[config.mk]
export PLATFORM = sky130hd
export DESIGN_NAME = id_ex_stage
export DESIGN_NICKNAME = d
export VERILOG_FILES = /design/src/rtl/id_ex_stage.sv
export SDC_FILE = /design/constraint.sdc
export NUM_CORES = 1
export LEC_CHECK = 0
export CORE_AREA = 2 2 239 241
export DETAILED_ROUTE_END_ITERATION = 12
export DIE_AREA = 0 0 241 243
export PLACE_DENSITY = 0.52
export SLEW_MARGIN = 10
export SYNTH_ARGS = -nofsm -noshare
export SYNTH_HDL_FRONTEND = slang
export SYNTH_SLANG_ARGS = --single-unit
[constraint.sdc]
create_clock -name clk -period 2.3 [get_ports clk]
set_input_delay 0.345 -clock clk [delete_from_list [all_inputs] [get_ports clk]]
set_output_delay 0.345 -clock clk [all_outputs]
set_load 0.03 [all_outputs]
[src/rtl/id_ex_stage.sv]
`default_nettype none
// +--------------------------------------------------------------------------+
// | id_ex_stage : ID/EX pipeline register with load-use hazard detection,    |
// |               redirect/stall handling and a saturating bubble counter.   |
// | Revision    : 1.0                                                        |
// +--------------------------------------------------------------------------+
module id_ex_stage #(
   parameter int XLEN  = 64,
   parameter int CNT_W = 32
) (
   input  logic             clk,
   input  logic             rst_n,
   input  logic             id_valid,
   input  logic [6:0]       id_opcode,
   input  logic [4:0]       id_aluc,
   input  logic             id_aluOut_WB_memOut,
   input  logic             id_rs1Data_EX_PC,
   input  logic [1:0]       id_rs2Data_EX_imm64_4,
   input  logic             id_write_reg,
   input  logic             id_write_mem,
   input  logic             id_read_mem,
   input  logic [1:0]       id_pcImm_NEXTPC_rs1Imm,
   input  logic [XLEN-1:0]  id_pc,
   input  logic [XLEN-1:0]  id_rs1_data,
   input  logic [XLEN-1:0]  id_rs2_data,
   input  logic [XLEN-1:0]  id_imm64,
   input  logic [4:0]       id_rs1,
   input  logic [4:0]       id_rs2,
   input  logic [4:0]       id_rd,
   input  logic             ex_redirect,
   input  logic             mem_stall,
   output logic             ex_valid,
   output logic [4:0]       ex_aluc,
   output logic             ex_aluOut_WB_memOut,
   output logic             ex_rs1Data_EX_PC,
   output logic [1:0]       ex_rs2Data_EX_imm64_4,
   output logic             ex_write_reg,
   output logic             ex_write_mem,
   output logic             ex_read_mem,
   output logic [1:0]       ex_pcImm_NEXTPC_rs1Imm,
   output logic [XLEN-1:0]  ex_pc,
   output logic [XLEN-1:0]  ex_rs1_data,
   output logic [XLEN-1:0]  ex_rs2_data,
   output logic [XLEN-1:0]  ex_imm64,
   output logic [4:0]       ex_rs1,
   output logic [4:0]       ex_rs2,
   output logic [4:0]       ex_rd,
   output logic             hazard_stall,
   output logic [CNT_W-1:0] bubble_cnt
);

   localparam logic [6:0]       c_op_lui    = 7'b0110111;
   localparam logic [6:0]       c_op_auipc  = 7'b0010111;
   localparam logic [6:0]       c_op_jal    = 7'b1101111;
   localparam logic [6:0]       c_op_branch = 7'b1100011;
   localparam logic [6:0]       c_op_store  = 7'b0100011;
   localparam logic [6:0]       c_op_rtype  = 7'b0110011;
   localparam logic [CNT_W-1:0] c_cnt_one   = CNT_W'(1);

   logic             valid_q,   valid_d;
   logic [4:0]       aluc_q,    aluc_d;
   logic             wbsel_q,   wbsel_d;
   logic             asel_q,    asel_d;
   logic [1:0]       bsel_q,    bsel_d;
   logic             wreg_q,    wreg_d;
   logic             wmem_q,    wmem_d;
   logic             rmem_q,    rmem_d;
   logic [1:0]       pcsel_q,   pcsel_d;
   logic [XLEN-1:0]  pc_q,      pc_d;
   logic [XLEN-1:0]  rs1_dat_q, rs1_dat_d;
   logic [XLEN-1:0]  rs2_dat_q, rs2_dat_d;
   logic [XLEN-1:0]  imm_q,     imm_d;
   logic [4:0]       rs1_q,     rs1_d;
   logic [4:0]       rs2_q,     rs2_d;
   logic [4:0]       rd_q,      rd_d;
   logic [CNT_W-1:0] cnt_q,     cnt_d;

   logic w_uses_rs1;
   logic w_uses_rs2;
   logic w_load_use;
   logic w_bubble;
   logic w_capture;

   always_comb begin
      w_uses_rs1 = !((id_opcode == c_op_lui) || (id_opcode == c_op_auipc) ||
                     (id_opcode == c_op_jal));
      w_uses_rs2 = (id_opcode == c_op_branch) || (id_opcode == c_op_store) ||
                   (id_opcode == c_op_rtype);
      w_load_use = id_valid && valid_q && rmem_q && (rd_q != 5'd0) &&
                   ((w_uses_rs1 && (id_rs1 == rd_q)) ||
                    (w_uses_rs2 && (id_rs2 == rd_q)));
      // A frozen pipeline or a redirect both mask the hazard so IF is never held
      // for an instruction that is about to be killed or is not moving anyway.
      w_bubble     = !mem_stall && (ex_redirect || w_load_use);
      w_capture    = !mem_stall && !w_bubble;
      hazard_stall = !mem_stall && !ex_redirect && w_load_use;
   end

   always_comb begin
      valid_d   = valid_q;
      aluc_d    = aluc_q;
      wbsel_d   = wbsel_q;
      asel_d    = asel_q;
      bsel_d    = bsel_q;
      wreg_d    = wreg_q;
      wmem_d    = wmem_q;
      rmem_d    = rmem_q;
      pcsel_d   = pcsel_q;
      pc_d      = pc_q;
      rs1_dat_d = rs1_dat_q;
      rs2_dat_d = rs2_dat_q;
      imm_d     = imm_q;
      rs1_d     = rs1_q;
      rs2_d     = rs2_q;
      rd_d      = rd_q;
      cnt_d     = cnt_q;

      if (w_capture) begin
         valid_d   = id_valid;
         aluc_d    = id_aluc;
         wbsel_d   = id_aluOut_WB_memOut;
         asel_d    = id_rs1Data_EX_PC;
         bsel_d    = id_rs2Data_EX_imm64_4;
         wreg_d    = id_write_reg;
         wmem_d    = id_write_mem;
         rmem_d    = id_read_mem;
         pcsel_d   = id_pcImm_NEXTPC_rs1Imm;
         pc_d      = id_pc;
         rs1_dat_d = id_rs1_data;
         rs2_dat_d = id_rs2_data;
         imm_d     = id_imm64;
         rs1_d     = id_rs1;
         rs2_d     = id_rs2;
         rd_d      = id_rd;
      end else if (w_bubble) begin
         // Datapath and index registers are left alone; only control is squashed.
         valid_d = 1'b0;
         aluc_d  = 5'd0;
         wbsel_d = 1'b0;
         asel_d  = 1'b0;
         bsel_d  = 2'd0;
         wreg_d  = 1'b0;
         wmem_d  = 1'b0;
         rmem_d  = 1'b0;
         pcsel_d = 2'd0;
         if (cnt_q != {CNT_W{1'b1}}) begin
            cnt_d = cnt_q + c_cnt_one;
         end
      end
   end

   always_ff @(posedge clk or negedge rst_n) begin
      if (!rst_n) begin
         valid_q   <= 1'b0;
         aluc_q    <= 5'd0;
         wbsel_q   <= 1'b0;
         asel_q    <= 1'b0;
         bsel_q    <= 2'd0;
         wreg_q    <= 1'b0;
         wmem_q    <= 1'b0;
         rmem_q    <= 1'b0;
         pcsel_q   <= 2'd0;
         pc_q      <= '0;
         rs1_dat_q <= '0;
         rs2_dat_q <= '0;
         imm_q     <= '0;
         rs1_q     <= 5'd0;
         rs2_q     <= 5'd0;
         rd_q      <= 5'd0;
         cnt_q     <= '0;
      end else begin
         valid_q   <= valid_d;
         aluc_q    <= aluc_d;
         wbsel_q   <= wbsel_d;
         asel_q    <= asel_d;
         bsel_q    <= bsel_d;
         wreg_q    <= wreg_d;
         wmem_q    <= wmem_d;
         rmem_q    <= rmem_d;
         pcsel_q   <= pcsel_d;
         pc_q      <= pc_d;
         rs1_dat_q <= rs1_dat_d;
         rs2_dat_q <= rs2_dat_d;
         imm_q     <= imm_d;
         rs1_q     <= rs1_d;
         rs2_q     <= rs2_d;
         rd_q      <= rd_d;
         cnt_q     <= cnt_d;
      end
   end

   assign ex_valid               = valid_q;
   assign ex_aluc                = aluc_q;
   assign ex_aluOut_WB_memOut    = wbsel_q;
   assign ex_rs1Data_EX_PC       = asel_q;
   assign ex_rs2Data_EX_imm64_4  = bsel_q;
   assign ex_write_reg           = wreg_q;
   assign ex_write_mem           = wmem_q;
   assign ex_read_mem            = rmem_q;
   assign ex_pcImm_NEXTPC_rs1Imm = pcsel_q;
   assign ex_pc                  = pc_q;
   assign ex_rs1_data            = rs1_dat_q;
   assign ex_rs2_data            = rs2_dat_q;
   assign ex_imm64               = imm_q;
   assign ex_rs1                 = rs1_q;
   assign ex_rs2                 = rs2_q;
   assign ex_rd                  = rd_q;
   assign bubble_cnt             = cnt_q;

endmodule
`default_nettype wire
Word level (Yosys, flattened, before mapping)
Cells that the tools add are included.

storage, ports and cells
  flip-flop bits (word level) = 318
  bits in latches = 0
  RAM bits = 0
  memory bits (read-only) = 0
  input bits = 297
  output and inout port bits = 319
  logic and storage cells = 63
  memories = 0

operators by class
  add/subtract/negate cells = 1
  multiply operators = 0
  divide/modulo/power cells = 0
  $lt $le $gt $ge = 0
  equality and inequality tests = 9
  shifts and indexed selects = 0
  mux-type cells = 12
  bitwise logic cells = 1
  reduce and logical (&&, ||, !) cells = 23

operator list
  cell                                           count
  adder 32 x 1 -> 32 bit, second input constant  1
  inequality test 32 bit, second input constant  1
  == test 7 x 6 -> 1 bit, second input constant  3
  == test 7 bit, second input constant           2
  == test 5 bit                                  2
  logical AND 1 bit                              10
  2-to-1 mux 5 bit                               2
  == test 7 x 5 -> 1 bit, second input constant  1
  2-to-1 mux 1 bit                               7
  logical OR 1 bit                               6
  2-to-1 mux 2 bit                               3
  nonzero test 5 bit                             1
  logical NOT 1 bit                              4
  AND reduction 3 bit                            1
  nonzero test 2 bit                             1
  inverter 1 bit                                 1

Longest topological paths before layout
Gate-level depths: netlist (run 1).

  depth after elaboration = 13
  mapped depth = 10
  mapped depth without buffers = 8

Worst setup path after synthesis (run 1)
Ideal clock, no wire load.

  path kind = register to register
  start point = reg cnt_q[0], in the netlist bubble_cnt[0]
  end point = reg cnt_q[20], in the netlist bubble_cnt[20]
  library setup time = 134 ps
  arrival time = 2,173 ps
  required time = 2,166 ps
  path slack = -7 ps
  stages on the path, launching flop included = 10
  path buffers = 1
  period minus slack after synthesis = 2,307 ps
  path through = dfrtp_1 -> ha_1 -> and3_1 -> and3_1 -> nand3_1 -> nor4_2 -> a211oi_4 -> buf_4 -> nand4_1 -> xnor2_1

between the ends
  longest elaborated chain between the ends = 2
  elaborated cells between the ends (all ways) = 3
  those cells by class = add/sub: 1; eq/ne: 1; reduce/logical: 1

RTL lines
  item                                                            line  source
  from (decl)                                                     76    logic [CNT_W-1:0] cnt_q, cnt_d;
  from (signal assigned)                                          188   cnt_q <= cnt_d;
  branches (longest 2 deep; another with adder 32 x 1 -> 32 bit)  --

Several ways; the timed one is not identified.
A chain may end at the register's enable or synchronous reset.

Final worst setup path (run 1)
  start point = reg rd_q[4], in the netlist ex_rd[4]
  end point = out hazard_stall

between the ends
  longest elaborated chain between the ends = 5
  elaborated cells between the ends (all ways) = 9
  those cells by class = eq/ne: 2; reduce/logical: 7

RTL lines
  item                                  line    source
  from (decl)                           75      logic [4:0] rd_q, rd_d;
  from (signal assigned)                187     rd_q <= rd_d;
  == test 5 bit (on tied branches)      90, 91
  logical AND 1 bit (on tied branches)  90, 91
  logical OR 1 bit                      90      ((w_uses_rs1 && (id_rs1 == rd_q)) ||
  logical AND 1 bit *                   89      w_load_use = id_valid && valid_q && rmem_q && (rd_q != 5'd0) &&
  logical AND 1 bit *                   96      hazard_stall = !mem_stall && !ex_redirect && w_load_use;
  to (decl)                             48      output logic hazard_stall,

Mark *: on every way between the ends. The rest lies on a longest branch, timed or not.

==> metrics.cfg, run 1 <==
[drt]
drtAntennaViolNets = 0
drt-total-wl_um = 58200
drc_errors = 0
wl_per_cell_um = 20.3
drt_iter0_markers = 375
drtPass1Iterations = 4
viasPerCell = 4.26
vias = 12200

[sta]
finalWorstSetupSlack_ns = -0.237
fin_crit_sh_pct = 110
hold_violations = 0
rsz0062_at_grt = yes
fmax_mhz = 394
period_needed_ns = 2.54
setup_viol = 316
worst_pin_slew_ns = 0.643
hold_slack_ns = 0.293
slew_viol_final = 0
setup_tns_ns = -43.56
slew_headroom_pct = 57.0
finClkSkew_ns = 0.0236

[floorplan]
die_h_um = 243
coreArea_mm2 = 0.0560
fp.dieArea_mm2 = 0.0586
die_w_um = 241
start_util_pct = 22.4
ioPinCount = 616
row_count = 87

[layout]
nFillCells = 5198
ff_latch_area_mm2 = 0.00796
drive_gt1_share_pct = 35.9
fin_nets = 2384
multiInputGateArea_mm2 = 0.00629
utilization_pct = 46.2
area_growth_pct = 106

[status]
outcome = finished with violations
violations = setup timing

[cts]
clk_latency_ns = 0.55
cts_sinks = 318
cts_buffer_depth = 3
cts_made_buffers = 39
clk_pin_slew_ns = 0.06
htree_levels = 2
cts_tree = yes
cts-root-buf = clkbuf_16

[global_routing]
antenna_found_initial = 3
grt_pass1_vias = 12700
grtUsageTotal_pct = 18.6
grt-ovfl-total = 0
grt_max_degree = 82
grt_first_pass_wirelength_um = 80800

[run]
timing.max_cap.violations = 0

[place]
gp_congestion = 0.846
hpwlAfterDp_um = 34700
port_buffers = 615

[synth]
yosysUniqueCellTypes = 33
synthCells = 1321
synth_area_mm2 = 0.0125
yosysSeqAreaShare_pct = 63.4
synth-edff-count = 0
synthArstFlopShare_pct = 100
synthFlopType = dfrtp_1
synth.area.top_cells = dfrtp_1 63%, nand2_1 24%, buf_6 2.2%
synth_top_area_share_pct = 63.4
ys.warnings.count = 0
ys_seq_elements = 318
yosysTopAreaCell = dfrtp_1
synth_nets = 1619
avgSynthCellArea_um2 = 9.49

[worst_hold_path]
hp-class = in2reg

[pwr]
leakagePower_nw = 12.3
pwr_density_cell_mw_per_mm2 = 717
finalPower_w = 0.0185
max-vdd-ir-drop_uv = 424

[critical_path]
critPathMaxStageDelay_ns = 0.48
critPathKind = reg2out
start_kind = flop
path_max_fanout = 2
crit_chain = buf_6 > or4_4 > o2111ai_2 > a31o_1 > a21o_4 > nor3_4 > buf_8
crit_required_ns = 1.96
endpoint_kind = output port
slowest_stage = or4_4
cp.arrival_ns = 2.19

where the power goes:
part	internal (W)	switching, W	leakage [nW]
logic	0.00266	0.00306	7.69
registers	0.00627	0.000531	3.98
clock network	0.00353	0.00247	0.608
total	0.0125	0.00606	12.3
placed cells by master (no fill, tap or decap), types with 15 or more instances in the layout:
cell type        synthesis  layout
clkdlybuf4s50_1          0     612
nand2_2                  1     316
dfrtp_1                318     316
nand2_1                793     310
nand2_4                  0     167
clkbuf_16                0      55
buf_16                   0      50
buf_12                   0      38
buf_4                    3      32
xnor2_1                 29      27
buf_8                    2      24
buf_6                   25      17
a22o_1                  15      15
through the flow:
step / setup WS, ns / instances / area [um^2]
2_1_floorplan: 0.0204 / 1321 / 12500
3_3_place_gp: -0.323 / 2686 / 19800
3_5_place_dp: -0.341 / 2686 / 19800
4_1_cts: -0.248 / 2848 / 23800
5_1_grt: -0.373 / 2870 / 25900
6_report: -0.237 / 2870 / 25900
per-layer routing:
layer | track usage, % | up-vias | routed length, um
met5 | 0 | - | 0
met4 | 7.06 | 0 | 1830
met3 | 5.90 | 101 | 4670
met2 | 32.2 | 459 | 30100
met1 | 21.2 | 6006 | 21600
li1 | - | 5670 | -
synthesized netlist by cell type (2+ instances only):
| library cell | instances |
|---|---|
| buf_2 | 30 |
| clkbuf_1 | 5 |
| o21ai_0 | 2 |
| xor2_1 | 9 |
| nand3_1 | 19 |
| and4_1 | 2 |
| nand2_1 | 793 |
| buf_6 | 25 |
| xnor2_1 | 29 |
| nand2b_1 | 2 |
| nand4_1 | 13 |
| nor3_1 | 6 |
| and2_1 | 3 |
| and3_1 | 10 |
| buf_8 | 2 |
| nor2_1 | 4 |
| mux2_2 | 14 |
| inv_1 | 4 |
| buf_4 | 3 |
| dfrtp_1 | 318 |
| a22o_1 | 15 |
| a21oi_1 | 2 |
logic make-up (layout without fill, tap and decap cells):
group	Yosys count	in the layout	synth area share, %
other	0	3	0
buffers and inverters	69	859	4.13
adder cells (fa/ha/maj)	1	1	0.0997
AND/OR/NAND/NOR	858	858	26.8
flip-flops	318	318	63.4
multiplexers	14	14	1.26
XOR/XNOR	38	38	2.65
AO/OA/AOI/OAI	23	23	1.63
critical path, delay by kind of cell (launching register included):
kind / cells / cell delay (ns)
AO/OA/AOI/OAI: 3 / 0.44
buffers and inverters: 2 / 0.28
flip-flops: 1 / 0.40
AND/OR/NAND/NOR: 2 / 0.53
final timing paths:
kind | cells past startpoint | slack (ns) | start | end
max | 7 | -0.24 | ex_rd[4] | hazard_stall
min | 2 | 0.29 | mem_stall | ex_aluc[3]
max reg2reg | 13 | -0.24 | ex_rd[4] | ex_imm64[49]
min reg2reg | 2 | 0.47 | ex_rs2_data[4] | ex_rs2_data[4]
max in group asynchronous | 3 | 1.10 | rst_n | ex_imm64[37]
min in group asynchronous | 2 | 0.34 | rst_n | bubble_cnt[2]
final cells by class:
cell class | instances | area share [%]
clock inverter | 8 | 0.179
antenna | 3 | 0.0290
clock buffer | 58 | 4.56
tap | 756 | 3.66
multi-input combinational | 934 | 24.3
sequential | 318 | 30.8
inverter | 4 | 0.0580
timing repair buffer | 789 | 36.4
repair_timing:
action	CTS	global route
buffers inserted	45	23
hold endpoints to repair	41	0
hold buffers	1	0
pin swaps	224	382
endpoints found under the setup margin	224	319
gates resized for setup	302	555
cloned	52	15
(Power assumes the default switching activity.)
==> run 2, diff against run 1 <==
CORE_AREA = 4 4 241 243   (was 2 2 239 241)
DIE_AREA = 0 0 245 247   (was 0 0 241 243)
==> metrics.cfg, run 2 (synthesis results as in run 1) <==
[pwr]
pwr_density_cell_mw_per_mm2 = 734  ; +2.4%
finalPower_w = 0.0180  ; -2.8%
leakagePower_nw = 11.7  ; -5.0%
max-vdd-ir-drop_uv = 534  ; +26%

[sta]
hold_violations = 0  ; unchanged
worst_pin_slew_ns = 0.592  ; -0.0516 ns
hold_slack_ns = 0.334  ; +0.0411 ns
finClkSkew_ns = 0.0230  ; -0.000631 ns
slew_viol_final = 0  ; unchanged
fin_crit_sh_pct = 108  ; -2.0 points
setup_tns_ns = -30.16  ; +13.39 ns
setup_viol = 308  ; -2.5%
period_needed_ns = 2.49  ; -0.0454 ns
slew_headroom_pct = 60.6  ; +3.6 points
rsz0062_at_grt = yes
finalWorstSetupSlack_ns = -0.192  ; +0.0454 ns
fmax_mhz = 401  ; +1.8%

[critical_path]
crit_chain = or4_4 > o2111ai_2 > a31o_1 > a21o_4 > buf_6 > and2_4 > buf_12 > buf_12 > clkbuf_16 > nand2_2 > nand2_1
critPathKind = reg2reg
endpoint_kind = flop
path_max_fanout = 7  ; +5
start_kind = flop
critPathMaxStageDelay_ns = 0.52  ; +0.04 ns
crit_required_ns = 2.76  ; +0.80 ns
slowest_stage = or4_4
cp_common_cell = buf_12
cp.arrival_ns = 2.95  ; +0.76 ns

[layout]
final_cell_mix = 613 x clkdlybuf4s50_1, 492 x nand2_1, 317 x dfrtp_1, 205 x nand2_2, 97 x nand2_4
area_growth_pct = 95.7
drive_gt1_share_pct = 26.2  ; -9.7 points
fin_nets = 2385  ; +0.042%
nFillCells = 5360  ; +3.1%
layout_commonest_cell = clkdlybuf4s50_1
ff_latch_area_mm2 = 0.00796  ; about the same
multiInputGateArea_mm2 = 0.00537  ; -15%

[place]
port_buffers = 615  ; unchanged
hpwlAfterDp_um = 36500  ; +5.2%
gp_congestion = 0.796  ; -5.9%
dp_slack_ns = -0.233  ; +0.107 ns

[floorplan]
coreArea_mm2 = 0.0560  ; unchanged
start_util_pct = 22.4  ; unchanged
row_count = 87  ; unchanged
die_w_um = 245  ; +1.7%
die_h_um = 247  ; +1.6%
fp.dieArea_mm2 = 0.0605  ; +3.3%
ioPinCount = 616  ; unchanged

[cts]
clk_pin_slew_ns = 0.06  ; about the same
cts_buffer_depth = 3  ; unchanged
htree_levels = 2  ; unchanged
clk_latency_ns = 0.54  ; about the same
cts-root-buf = clkbuf_16
cts_sinks = 318  ; unchanged
cts_tree = yes
cts_made_buffers = 38  ; -2.6%

[drt]
drc_errors = 0  ; unchanged
drt-total-wl_um = 55300  ; -4.9%
viasPerCell = 4.17  ; -2.2%
wl_per_cell_um = 19.3  ; -4.9%
drtAntennaViolNets = 0  ; unchanged
drtPass1Iterations = 5  ; +1
vias = 12000  ; -2.2%
drt_iter0_markers = 486  ; +30%

[global_routing]
grtUsageTotal_pct = 15.5  ; -3.1 points
grt-ovfl-total = 0  ; unchanged
grt_max_degree = 64  ; -22%
antenna_found_initial = 3  ; unchanged
grt_pass1_vias = 12200  ; -3.2%
grt_first_pass_wirelength_um = 73400  ; -9.2%

[run]
timing.max_cap.violations = 0  ; unchanged

[worst_hold_path]
hp-class = in2reg

[status]
violations = setup timing
outcome = finished with violations

[run 2: area by class of cell]
cell class | count | area share [%]
Clock inverter | 7 | 0.260
Clock buffer | 57 | 4.63
Inverter | 4 | 0.0612
Antenna cell | 3 | 0.0306
Sequential cell | 318 | 32.4
Timing Repair Buffer | 789 | 36.9
Multi-Input combinational cell | 936 | 21.9
Tap cell | 756 | 3.85
[run 2: critical path: cells and delay by family (launching register included)]
kind	cells	cell delay (ns)
simple gates	4	0.92
buf+inv	4	0.63
compound gates	3	0.46
flops	1	0.40
[run 2: metrics by stage]
stage | utilization, % | cell area [um^2] | std cells
finish | 43.9 | 24600 | 2870
global route | 43.9 | 24500 | 2868
detailed placement | 36.1 | 20200 | 2725
CTS | 38.7 | 21700 | 2799
floorplan | - | 12500 | 1321
global placement | 36.1 | 20200 | 2725
[run 2: final timing paths]
path	start	end	slack, ns	depth (start not counted)
setup / recovery	ex_rd[2]	ex_imm64[17]	-0.19	11
hold / removal	id_imm64[63]	ex_imm64[63]	0.33	3
setup reg to reg	ex_rd[2]	ex_imm64[17]	-0.19	11
hold reg to reg	ex_rs1_data[6]	ex_rs1_data[6]	0.46	2
max in group asynchronous	rst_n	ex_imm64[37]	1.16	3
min in group asynchronous	rst_n	ex_imm64[19]	0.36	2
[run 2: timing repair]
| action | 4_1_cts | 5_1_grt |
|---|---|---|
| hold endpoints to repair | 52 | 0 |
| gates cloned | 5 | 48 |
| hold buffers | 1 | 0 |
| setup endpoints to repair | 82 | 316 |
| resized for setup | 15 | 474 |
| pin swaps | 6 | 306 |
| buffers inserted | 5 | 21 |
[run 2: where the power goes]
part | total [W] | internal [W] | switching [W]
registers | 0.00672 | 0.00627 | 0.000451
logic | 0.00540 | 0.00248 | 0.00292
clock network | 0.00590 | 0.00351 | 0.00239
[run 2: per-layer routing]
layer / vias to the layer above / track usage, % / wire length, um / part of all wire, %
li1: 5664 / - / - / -
met1: 5804 / 17.5 / 21500 / 39
met3: 86 / 5.75 / 4340 / 7.8
met4: 0 / 4.63 / 1550 / 2.8
met2: 414 / 27.3 / 27900 / 50
met5: - / 0 / 0 / 0
